===== src/rtl/qspi_pkg.sv =====
// Shared constants for the QSPI flash read path: byte width, default FIFO depth
// and the lane-mode encodings used by the controller.
package qspi_pkg;

  localparam int unsigned QSPI_BYTE_W         = 8;
  localparam int unsigned QSPI_FIFO_DEPTH_DEF = 16;

  localparam logic [1:0] QSPI_MODE_STD  = 2'b00;
  localparam logic [1:0] QSPI_MODE_DUAL = 2'b01;
  localparam logic [1:0] QSPI_MODE_QUAD = 2'b10;

  // Occupancy counter width for a FIFO of the given depth.
  function automatic int unsigned qspi_cnt_w(input int unsigned depth);
    return $clog2(depth) + 1;
  endfunction

endpackage


===== src/rtl/qspi_fifo_ram.sv =====
// Simple dual-port storage: one write port, one registered read port with enable.
// No reset so it maps onto block RAM or LUTRAM.
module qspi_fifo_ram #(
  parameter int unsigned Depth = 16,
  parameter int unsigned Width = 8
) (
  input  logic                     clk_i,
  input  logic                     we_i,
  input  logic [$clog2(Depth)-1:0] waddr_i,
  input  logic [Width-1:0]         wdata_i,
  input  logic                     re_i,
  input  logic [$clog2(Depth)-1:0] raddr_i,
  output logic [Width-1:0]         rdata_o
);

  logic [Width-1:0] mem [Depth];
  logic [Width-1:0] rdata_q;

  always_ff @(posedge clk_i) begin
    if (we_i) begin
      mem[waddr_i] <= wdata_i;
    end
  end

  // Read-first: a same-address write in this cycle is not visible here.
  always_ff @(posedge clk_i) begin
    if (re_i) begin
      rdata_q <= mem[raddr_i];
    end
  end

  assign rdata_o = rdata_q;

endmodule


===== src/rtl/qspi_rx_fifo.sv =====
// Receive byte FIFO between the QSPI read controller and the consumer, with
// advisory almost_full, registered read port and sticky overflow/underflow flags.
module qspi_rx_fifo
  import qspi_pkg::*;
#(
  parameter int unsigned DEPTH    = QSPI_FIFO_DEPTH_DEF,
  parameter int unsigned AF_LEVEL = DEPTH - 4
) (
  input  logic                   system_clk,
  input  logic                   system_reset_n,
  input  logic                   write_req,
  input  logic [QSPI_BYTE_W-1:0] data_qspi2fifo,
  input  logic                   flush,
  input  logic                   rd_en,
  output logic [QSPI_BYTE_W-1:0] rd_data,
  output logic                   rd_valid,
  output logic                   empty,
  output logic                   full,
  output logic                   almost_full,
  output logic [$clog2(DEPTH):0] fill_count,
  output logic                   overflow,
  output logic                   underflow
);

  localparam int unsigned AW = $clog2(DEPTH);
  localparam int unsigned CW = qspi_cnt_w(DEPTH);

  localparam logic [CW-1:0] DepthCnt = CW'(DEPTH);
  localparam logic [CW-1:0] AfCnt    = CW'(AF_LEVEL);

  logic [AW-1:0]          wp_q, wp_d;
  logic [AW-1:0]          rp_q, rp_d;
  logic [CW-1:0]          count_q, count_d;
  logic                   ovf_q, ovf_d;
  logic                   udf_q, udf_d;
  logic                   valid_q, valid_d;
  logic                   primed_q, primed_d;
  logic                   push, pop;
  logic [QSPI_BYTE_W-1:0] ram_rdata;

  always_comb begin
    pop  = rd_en & (count_q != '0) & ~flush;
    push = write_req & ((count_q != DepthCnt) | pop) & ~flush;

    wp_d     = wp_q;
    rp_d     = rp_q;
    count_d  = count_q;
    ovf_d    = ovf_q;
    udf_d    = udf_q;
    valid_d  = 1'b0;
    primed_d = primed_q;

    if (flush) begin
      wp_d    = '0;
      rp_d    = '0;
      count_d = '0;
      ovf_d   = 1'b0;
      udf_d   = 1'b0;
    end else begin
      if (push) begin
        wp_d = wp_q + 1'b1;
      end
      if (pop) begin
        rp_d = rp_q + 1'b1;
      end
      case ({push, pop})
        2'b10:   count_d = count_q + 1'b1;
        2'b01:   count_d = count_q - 1'b1;
        default: count_d = count_q;
      endcase
      // Outside flush, a rejected write can only mean full with no pop.
      ovf_d    = ovf_q | (write_req & ~push);
      udf_d    = udf_q | (rd_en & (count_q == '0));
      valid_d  = pop;
      primed_d = primed_q | pop;
    end
  end

  always_ff @(posedge system_clk or negedge system_reset_n) begin
    if (!system_reset_n) begin
      wp_q     <= '0;
      rp_q     <= '0;
      count_q  <= '0;
      ovf_q    <= 1'b0;
      udf_q    <= 1'b0;
      valid_q  <= 1'b0;
      primed_q <= 1'b0;
    end else begin
      wp_q     <= wp_d;
      rp_q     <= rp_d;
      count_q  <= count_d;
      ovf_q    <= ovf_d;
      udf_q    <= udf_d;
      valid_q  <= valid_d;
      primed_q <= primed_d;
    end
  end

  qspi_fifo_ram #(
    .Depth (DEPTH),
    .Width (QSPI_BYTE_W)
  ) u_ram (
    .clk_i   (system_clk),
    .we_i    (push),
    .waddr_i (wp_q),
    .wdata_i (data_qspi2fifo),
    .re_i    (pop),
    .raddr_i (rp_q),
    .rdata_o (ram_rdata)
  );

  // The RAM read register has no reset; mask it until the first pop since reset.
  assign rd_data     = primed_q ? ram_rdata : '0;
  assign rd_valid    = valid_q;
  assign empty       = (count_q == '0);
  assign full        = (count_q == DepthCnt);
  assign almost_full = (count_q >= AfCnt);
  assign fill_count  = count_q;
  assign overflow    = ovf_q;
  assign underflow   = udf_q;

endmodule


===== config.mk =====
export PLATFORM = sky130hd
export DESIGN_NAME = qspi_rx_fifo
export DESIGN_NICKNAME = d
export VERILOG_FILES = /design/src/rtl/qspi_pkg.sv /design/src/rtl/qspi_fifo_ram.sv /design/src/rtl/qspi_rx_fifo.sv
export SDC_FILE = /design/constraint.sdc
export NUM_CORES = 1
export LEC_CHECK = 0
export BUFFER_PORTS_ARGS = -buffer_cell sky130_fd_sc_hd__buf_2
export CAP_MARGIN = 20
export CELL_PAD_IN_SITES_DETAIL_PLACEMENT = 0
export CELL_PAD_IN_SITES_GLOBAL_PLACEMENT = 2
export CORE_ASPECT_RATIO = 1.1
export CORE_MARGIN = 10
export CORE_UTILIZATION = 40
export CTS_BUF_LIST = sky130_fd_sc_hd__clkbuf_8
export DETAILED_ROUTE_END_ITERATION = 8
export PLACE_DENSITY_LB_ADDON = 0.1
export SLEW_MARGIN = 10
export SYNTH_ARGS = -nofsm -noshare
export SYNTH_HDL_FRONTEND = slang
export SYNTH_HIERARCHICAL = 1
export SYNTH_SLANG_ARGS = --single-unit

===== constraint.sdc =====
create_clock -name system_clk -period 3.7 [get_ports system_clk]
set_input_delay 0.74 -clock system_clk [delete_from_list [all_inputs] [get_ports system_clk]]
set_output_delay 0.74 -clock system_clk [all_outputs]
set_load 0.02 [all_outputs]

[Word-level counts from Yosys, hierarchy flattened]
Memories as Yosys holds them, arrays and structs flattened. A register that Yosys moved wholly into a read port is not among the register bits.
Index checks and enable logic that the tools add are counted.
Cells by class
  add/sub/neg operators: 4
  magnitude comparators: 1
  equal/unequal tests: 4
  mux-type cells: 12
  bitwise operators: 12
  reduce and logical (&&, ||, !) cells: 5
Operators by type and width (count)
  $mux W4: 4
  $pmux W5 S2: 1
  $add A4 B1 Y4 const B: 2
  $mux W8: 1
  $and A1 B1 Y1: 6
  $add A5 B1 Y5 const B: 1
  $eq A5 B5 Y1 const B: 1
  $ge A5 B4 Y1 const B: 1
  $logic_not A5 Y1: 1
  $mux W1: 5
  $mux W5: 1
  $ne A5 B5 Y1 const B: 1
  $reduce_bool A5 Y1: 1
  $sub A5 B1 Y5 const B: 1
  $or A1 B1 Y1: 4
  $reduce_bool A2 Y1: 2
  $reduce_bool A3 Y1: 1
  $eq A2 B1 Y1 const B: 1
  $eq A2 B2 Y1 const B: 1
  $not A1 Y1: 2
Word-level totals
  flip-flop bits (word level): 17
  RAM bits: 128
  input port bits: 13
  output and inout bits: 19
  logic and storage cells: 46
  memories: 1
Memories
  u_ram.mem: words 16, bits a word 8, read ports 1, clocked after memory_dff 1, wr ports 1, line qspi_fifo_ram.sv:16  | logic [Width-1:0] mem [Depth];

[Longest topological paths before layout]
Gate-level depths: netlist of run 1.
  depth in word-level cells: 10
  depth in mapped cells: 10
  mapped depth without buffers: 9

[Hierarchy]
Netlist of run 1, hierarchy kept.
Modules (own cells, without submodules)
  qspi_fifo_ram: instances 1, cells an instance 229, area each 5227.5 um^2
  qspi_rx_fifo: instances 1, cells an instance 113, area each 1073.5 um^2

[Worst setup path after synthesis of run 1]
Ideal clock, no wire load.
  kind: in2reg
  from: input port rd_en
  to: memory u_ram.mem[0][0] (enable)
  setup time: 0.383 ns
  arrival time: 2.581 ns
  required time: 3.317 ns
  path slack: 0.736 ns
  stages on the path: 6
  buffers on the path: 1
  cell sequence: buf_2 nand2b_1 a31oi_1 and2_1 or3b_2 nor3_1
Between the ends
  longest elaborated chain between the ends: 7
RTL lines
  from (decl): line qspi_rx_fifo.sv:14  | input logic rd_en,
  $and A1 B1 Y1 (2 in a row): line qspi_rx_fifo.sv:42  | pop = rd_en & (count_q != '0) & ~flush;
  $or A1 B1 Y1: line qspi_rx_fifo.sv:43  | push = write_req & ((count_q != DepthCnt) | pop) & ~flush;
  $and A1 B1 Y1 (2 in a row): line qspi_rx_fifo.sv:43
  via push: line qspi_rx_fifo.sv:38  | logic push, pop;
  $mux W1: line qspi_fifo_ram.sv:20  | if (we_i) begin
  $mux W1 (not written as such): line qspi_fifo_ram.sv:21  | mem[waddr_i] <= wdata_i;
  to (decl): line qspi_fifo_ram.sv:16
The timed path passes the listed nets, and every way through them passes these cells.

[Final worst setup path of run 1]
  from: register count_q[1] (netlist: fill_count[1])
  to: output port empty
Between the ends
  longest elaborated chain between the ends: 1
RTL lines
  from (decl): line qspi_rx_fifo.sv:33  | logic [CW-1:0] count_q, count_d;
  from (signal assigned): line qspi_rx_fifo.sv:91  | count_q <= count_d;
  $logic_not A5 Y1: line qspi_rx_fifo.sv:115  | assign empty = (count_q == '0);
  to (decl): line qspi_rx_fifo.sv:17  | output logic empty,
No other way between the ends.

==> results of run 1 <==
metal layers:
metal	vias to the layer above	GRT usage, %	part of all wire, %
met4	0	4.80	1.7
met2	68	21.3	50
li1	1470	-	-
met5	-	0	0
met1	1698	16.3	44
met3	19	3.87	4.6
flip-flops by register name, indices dropped and copies added (netlist names):
signal         flops
wp_q               4
u_ram/rdata_o      8
rp_q               4
u_ram/mem        128
fill_count         5
primed_q           1
overflow           1
underflow          1
rd_valid           1
stage by stage:
stage,instance area (um2),hold WS (ns),utilization (%)
2_1_floorplan,6300,0.444,-
3_3_place_gp,6740,0.488,43.3
3_5_place_dp,6740,0.494,43.3
4_1_cts,7100,0.241,45.7
5_1_grt,7110,0.250,45.7
6_report,7110,0.260,45.7
cell usage after synthesis, types with 2 or more instances:
cell type | number | area share, %
a21oi_1 | 4 | 0.32
a22oi_1 | 16 | 1.9
a31oi_1 | 4 | 0.40
and2_1 | 11 | 1.1
and3_1 | 2 | 0.20
buf_2 | 5 | 0.40
buf_6 | 3 | 0.54
clkbuf_1 | 2 | 0.12
clkdlybuf4s25_2 | 3 | 0.48
dfrtp_1 | 17 | 6.8
edfxtp_1 | 136 | 65
ha_1 | 5 | 0.99
inv_1 | 6 | 0.36
mux2_1 | 3 | 0.54
mux2i_1 | 3 | 0.48
mux4_1 | 14 | 5.8
mux4_2 | 18 | 6.4
nand2_1 | 13 | 0.77
nand2b_1 | 6 | 0.60
nand3_1 | 2 | 0.16
nand3b_1 | 2 | 0.24
nor2_1 | 30 | 1.8
nor3_1 | 5 | 0.40
o211ai_1 | 2 | 0.24
or2_2 | 3 | 0.30
xnor2_1 | 3 | 0.42
xor2_1 | 4 | 0.56
path summary, 6_finish.rpt:
path | end | from | depth (start not counted) | slack [ns]
min in group system_clk | underflow | underflow | 2 | 0.50
setup / recovery | empty | fill_count[1] | 3 | 0.82
max in group asynchronous | rp_q[0] | system_reset_n | 1 | 3.06
setup reg to reg | fill_count[4] | fill_count[1] | 8 | 0.84
hold / removal | fill_count[4] | system_reset_n | 1 | 0.26
hold reg to reg | underflow | underflow | 2 | 0.50
report_power, final:
part	total [uW]	leakage, uW	switching (uW)	internal (uW)
clock network	1170	0.000202	573	596
registers	2050	0.00145	75.4	1970
logic	998	0.000818	539	459
total	4210	0.00247	1190	3030
placed cells by master (no fill, tap or decap), drive strengths merged, types with 2 or more instances in the layout:
cell type / count
a21oi: 4
or2: 3
nand2: 13
nand3: 2
nor3: 5
clkinv: 5
nand2b: 6
dfrtp: 17
inv: 11
nand3b: 2
ha: 5
mux2i: 3
clkbuf: 18
a22oi: 16
xnor2: 3
clkinvlp: 2
o211ai: 2
a31oi: 4
bufinv: 2
buf: 49
and2: 11
mux2: 4
xor2: 4
and3: 2
edfxtp: 136
mux4: 32
nor2: 30
logic make-up (layout without fill, tap and decap cells):
kind of cell | Yosys count | in the layout
buffers and inverters | 21 | 87
AOI/OAI and AO/OA | 33 | 33
muxes | 39 | 39
and+or+nand+nor | 83 | 83
adders and majority gates | 6 | 6
xor gates and xnor gates | 7 | 7
DFF | 153 | 153
critical path, stage by stage (launching register included):
cell     delay (ns)
dfrtp_1        0.43
or4_1          0.70
nor2_1         0.32
buf_2          0.24
cell type report:
| cell class | instances | area [um2] |
|---|---|---|
| Sequential cell | 153 | 4510 |
| Tap cell | 200 | 250 |
| Fill cell | 1375 | 8440 |
| Clock buffer | 18 | 248 |
| Inverter | 6 | 22.5 |
| Multi-Input combinational cell | 168 | 1660 |
| Clock inverter | 14 | 118 |
| Timing Repair Buffer | 49 | 303 |
==> flow_summary.ini, run 1 <==
[clocking]
root_buffer = clkbuf_8
cts_tree = done
clkSinkCount = 153
numCtsBuffers = 17
cts_setup_buffers = 0
htreeDepth = 4
clk_latency_ns = 0.44
postCtsHoldBufs = 0
cts_resized = 0
path_clk_slew_ns = 0.08
clockBufferDepth = 2

[timing]
rsz0062_at_grt = no
slew_headroom_pct = 39.5
fmax_ghz = 0.347
period_share_pct = 77.8
setup_slack_ns = 0.820
finalMaxSlewViolations = 0
worst_slew_pin_slew_ns = 0.904
setup_violations = 0
fin_setup_tns_ns = 0
skew_ns = 0.0139
hold_viol = 0
fin_crit_ns = 2.88

[grt]
antenna_found_initial = 0
overflow = 0
grt_pass1_wl_um = 20500
track_usage_pct = 13.1
grt_max_degree = 33
grt_pass1_vias = 3437

[synth]
ys.flop_type = edfxtp_1
async_flop_share_pct = 11.1
syn-num-nets = 361
synth_fa_ha_area_share_pct = 1.31
synth_edf_count = 136
synth_simple_gate_area_share_pct = 6.59
synth_xor_area_share_pct = 0.973
synth_seq_area_share_pct = 71.6
synthMuxAreaShare_pct = 13.5
synth.distinct_cells = 47
synthCells = 342
synth_top_family_by_area = multiplexers
syn-cell-area_um2 = 6300
synth_seq_cells = 153
synth.avg_cell_area_um2 = 18.4
yosysWarnings = 6
synth-compound-area-share_pct = 3.95

[detailed_routing]
via_count = 3255
wirelength_um = 13200
drtIter0Drc = 181
ant_nets = 0
viasPerCell = 5.35
firstDrtPassIters = 4
drc = 0
routedWlPerCell_um = 21.8

[worst_hold_path]
hp-class = in2async

[die]
die_width_um = 140
core_area_um2 = 15600
initial_core_util_pct = 40.5
ioPinCount = 32
num_rows = 48
die_area_um2 = 21200
fp.dieH_um = 152

[worst_setup_path]
critPathKind = reg2out
cp-start-kind = flip-flop
cp.required_ns = 2.96
cp.arrival_ns = 2.14
worstPathMaxFanout = 6
critPathCaptureType = primary output

[flow_run]
max_cap_violations = 0

[final_layout]
syn2layout_area_growth_pct = 12.9
nNetsFinal = 414
stdcell_count = 608
drive_above_1_share_pct = 24.5
diodes = 0

[place]
gp_congestion = 0.732
place_ws_ns = 0.792
hpwl_um = 8670
port_buffers = 31
dpl.cell_count = 575

[pwr]
irDropWorstVdd_uv = 253
pwr_density_cell_nw_per_um2 = 592
finalPower_uw = 4210
total_leakage_power_uw = 0.00247

[status]
outcome = finished, final reports clean
No activity file was read; power rests on OpenSTA's default activity.
==> inputs of run 2 (changes only) <==
==> constraint.sdc (replaced) <==
create_clock -name system_clk -period 2.8 [get_ports system_clk]
set_input_delay 0.56 -clock system_clk [delete_from_list [all_inputs] [get_ports system_clk]]
set_output_delay 0.56 -clock system_clk [all_outputs]
set_load 0.02 [all_outputs]
==> run 2 against run 1 <==
Register-to-register slack worse by 0.49 ns. Hold slack got worse by 0.20 ns. Critical endpoint unchanged. Non-clock buffer count increased by 8. Clock skew is 0.0010 ns higher. Worst setup slack lost 0.57 ns. Clock power is 43% higher. Via count fell by 0.37%. Critical path type unchanged. Sequential share of layout area down 0.97 points. Combinational power is 38% higher. Final area grew 1.5%.
==> flow_summary.ini, run 2 (same netlist as run 1, synthesis figures left out) <==
[worst_setup_path]
cp.arrival_ns = 1.99
worstPathMaxFanout = 7
cp.required_ns = 2.24
critPathCaptureType = primary output
cp-start-kind = flip-flop
crit_path_start = fill_count[0]
reg2reg_from = fill_count[0]
critPathKind = reg2out

[timing]
fin_setup_tns_ns = 0
hold_viol = 0
finalMaxSlewViolations = 0
fin_crit_ns = 2.55
fmax_ghz = 0.392
setup_violations = 0
skew_ns = 0.0149
period_share_pct = 91.1
worst_slew_pin_slew_ns = 0.751
setup_slack_ns = 0.250
rsz0062_at_grt = no
slew_headroom_pct = 49.8

[detailed_routing]
drc = 0
routedWlPerCell_um = 21.4
wirelength_um = 13200
viasPerCell = 5.26
firstDrtPassIters = 4
drtIter0Drc = 154
via_count = 3243
ant_nets = 0

[final_layout]
final_common_cell = edfxtp_1
syn2layout_area_growth_pct = 14.6
postLayoutCoreUtil_pct = 46.4
layout_common_cells = 136 x edfxtp_1, 31 x buf_2, 30 x nor2_1
nNetsFinal = 422
diodes = 0
drive_above_1_share_pct = 26.9
largest_register = u_ram/mem
largest_reg_flops = 128

[clocking]
clkSinkCount = 153
clk_latency_ns = 0.45
numCtsBuffers = 17
clockBufferDepth = 2
cts_setup_buffers = 0
cts_resized = 0
path_clk_slew_ns = 0.08
postCtsHoldBufs = 0
cts_tree = done
htreeDepth = 4
root_buffer = clkbuf_8

[die]
initial_core_util_pct = 40.5
ioPinCount = 32
die_area_um2 = 21200
fp.dieH_um = 152
die_width_um = 140
num_rows = 48
core_area_um2 = 15600

[grt]
grt_pass1_wl_um = 20800
track_usage_pct = 13.3
grt_max_degree = 31
grt_pass1_vias = 3423
overflow = 0
antenna_found_initial = 0

[status]
outcome = finished, final reports clean

[worst_hold_path]
hp-class = in2async

[pwr]
total_leakage_power_uw = 0.00252
irDropWorstVdd_uv = 376
pwr_density_cell_nw_per_um2 = 798

[place]
port_buffers = 31
hpwl_um = 8660
gp_congestion = 0.732
place_ws_ns = 0.200

[flow_run]
max_cap_violations = 0
## run 2: final timing paths
kind,depth (start not counted),slack [ns],to
min in group system_clk,3,0.47,overflow
worst max register to register,9,0.35,fill_count[4]
worst min register to register,2,0.50,underflow
max in group asynchronous,1,2.38,rp_q[0]
worst min-delay path,1,0.06,fill_count[3]
worst max-delay path,4,0.25,empty
## run 2: cell type report
class	instances	area (um2)
Timing Repair Buffer	57	375
Inverter	6	22.5
Multi-Input combinational cell	168	1660
Tap cell	200	250
Clock inverter	14	155
Fill cell	1352	8330
Clock buffer	18	248
Sequential cell	153	4510
## run 2: layer usage
metal  GRT usage [%]  vias up  wire length [um]
li1                -     1487                 -
met1            15.8     1687              5680
met2            22.6       52              6800
met3            3.87       17               492
met4            5.01        0               237
met5               0        -                 0
## run 2: power by group
group	leakage [uW]	internal [uW]	switching (uW)
clock	0.000211	893	778
sequential	0.00145	2600	109
combinational	0.000862	656	722
## run 2: stage by stage
step	instances	instance area [um2]	power, uW	hold slack (ns)
4_1_cts	616	7220	5850	0.0498
3_3_place_gp	584	6820	4160	0.491
3_5_place_dp	584	6820	4160	0.488
5_1_grt	616	7220	6070	0.0573
2_1_floorplan	342	6300	3720	0.264
6_report	616	7220	5760	0.0590
## run 2: critical path: stages (launching register included)
cell and delay (ns):
dfrtp_1 0.46, or4_1 0.57, buf_4 0.19, nor2_1 0.12, buf_2 0.19
==> inputs of run 3 (changes only) <==
--- a/config.mk
+++ b/config.mk
@@ -14,7 +14,7 @@
 export CORE_UTILIZATION = 40
 export CTS_BUF_LIST = sky130_fd_sc_hd__clkbuf_8
 export DETAILED_ROUTE_END_ITERATION = 8
-export PLACE_DENSITY_LB_ADDON = 0.1
+export PLACE_DENSITY = 0.79
 export SLEW_MARGIN = 10
 export SYNTH_ARGS = -nofsm -noshare
 export SYNTH_HDL_FRONTEND = slang
==> run 3 against run 2 <==
Total power decreased by 1.8%. Register-to-register slack got worse by 0.13 ns. First-iteration DRC count grew 34%. Global-route usage fell by 1.0 points. Sequential cell count unchanged. Critical path depth fell by 1. Die area stayed put. Critical endpoint unchanged. Combinational power is 6% lower. Critical path type unchanged. Worst setup slack got worse by 0.13 ns. Sequential power barely moved. Clock-buffer cell count shrank 1. Non-clock buffer count fell by 2.
==> flow_summary.ini, run 3 (same netlist as run 1, synthesis figures left out) <==
[status]
outcome = finished, final reports clean

[clocking]
path_clk_slew_ns = 0.08
root_buffer = clkbuf_8
clk_latency_ns = 0.45
clkSinkCount = 153
htreeDepth = 4
cts_setup_buffers = 0
clockBufferDepth = 2
cts_tree = done
numCtsBuffers = 17

[worst_hold_path]
hp-class = in2async

[worst_setup_path]
cp.arrival_ns = 2.12
critPathCapture = empty
worstPathMaxFanout = 6
critPathCaptureType = primary output
reg2reg_from = fill_count[1]
critPathKind = reg2out
rr_worst_depth = 8
cp.required_ns = 2.24
r2r_end = fill_count[4]
reg2reg_slack_ns = 0.22
cp-start-kind = flip-flop
crit_path_start = fill_count[1]

[final_layout]
syn2layout_area_growth_pct = 13.9
diodes = 0
layout_common_cells = 136 x edfxtp_1, 31 x buf_2, 30 x nor2_1
largest_register = u_ram/mem
fillCellCount = 1281
drive_above_1_share_pct = 26.4
stdcell_count = 613
final_cell_area_um2 = 7180
largest_reg_flops = 128
final_common_cell = edfxtp_1
nNetsFinal = 420

[grt]
grt_pass1_wl_um = 19700
grt_pass1_vias = 3359
grt_max_degree = 36
overflow = 0
track_usage_pct = 12.3
antenna_found_initial = 0

[detailed_routing]
firstDrtPassIters = 4
drc = 0
via_count = 3206
ant_nets = 0
routedWlPerCell_um = 20.2
viasPerCell = 5.23
drtIter0Drc = 206
wirelength_um = 12400

[timing]
period_share_pct = 95.9
hold_viol = 0
skew_ns = 0.0103
worst_slew_pin_slew_ns = 0.723
finalMaxSlewViolations = 0
slew_headroom_pct = 51.6
setup_violations = 0
fin_setup_tns_ns = 0
rsz0062_at_grt = no
fin_crit_ns = 2.68
whs_ns = 0.0428
fmax_ghz = 0.373

[die]
ioPinCount = 32
fp.dieH_um = 152
initial_core_util_pct = 40.5
core_area_um2 = 15600
die_area_um2 = 21200
num_rows = 48
die_width_um = 140

[place]
dpl_cell_area_um2 = 6790
gp_congestion = 0.771
dpl.cell_count = 582
hpwl_um = 8100
port_buffers = 31

[pwr]
pwr_density_cell_nw_per_um2 = 788
irDropWorstVdd_uv = 287
finalPower_uw = 5660
total_leakage_power_uw = 0.00249

[flow_run]
max_cap_violations = 0
## run 3: cell count changes in the layout (fill, tap and decap cells not counted)
cell	before	now
clkinvlp_4	2	3
buf_4	24	23
clkbuf_8	18	17
clkinv_1	0	1
nor3_2	0	1
clkinv_4	1	2
inv_6	1	3
nor3_1	5	4
buf_12	2	1
bufinv_16	3	2
clkinv_2	5	0
inv_8	0	1
## run 3: report_power, final
group          switching [uW]  internal [uW]
registers                 130           2600
clock network             831            792
logic                     680            621
total                    1640           4020
## run 3: critical path, cell delays in order, from the launching register on
cell	delay, ns
dfrtp_1	0.45
or4_1	0.70
nor2_1	0.30
buf_2	0.23
## run 3: what timing repair did
item | in CTS | in global routing
hold buffers | 0 | 0
setup endpoints to repair | 0 | 1
resized for setup | 0 | 1
## run 3: per-layer routing
| layer | global-route usage, % | share of wire (%) | up-vias |
|---|---|---|---|
| met3 | 3.09 | 4.5 | 10 |
| met4 | 4.80 | 0.94 | 0 |
| met1 | 15.6 | 44 | 1643 |
| li1 | - | - | 1485 |
| met5 | 0 | 0 | - |
| met2 | 20.0 | 51 | 68 |
## run 3: worst min path at each step
stage                        start             to  slack [ns]  cells past startpoint
finish              system_reset_n       overflow        0.04                      1
global route        system_reset_n  fill_count[3]        0.05                      1
CTS                 system_reset_n      underflow        0.03                      1
detailed placement       underflow      underflow        0.48                      2
global placement          overflow       overflow        0.48                      2
floorplan           system_reset_n  fill_count[0]        0.26                      0
## run 3: per-stage QoR
stage               setup slack, ns  util [%]
finish                        0.116      46.2
detailed placement            0.197      43.7
global route                 0.0353      46.2
global placement              0.232      43.7
CTS                           0.100      46.1
floorplan                    0.0161         -
## run 3: layout make-up
| cell class | count | area (um2) | share of cell area [%] |
|---|---|---|---|
| inverters | 6 | 22.5 | 0.314 |
| repair buffers | 55 | 348 | 4.84 |
| multi-input cells | 168 | 1670 | 23.2 |
| flip-flops and latches | 153 | 4510 | 62.8 |
| clock buffers | 17 | 234 | 3.26 |
| clock inverters | 14 | 149 | 2.07 |
| well taps | 200 | 250 | 3.49 |
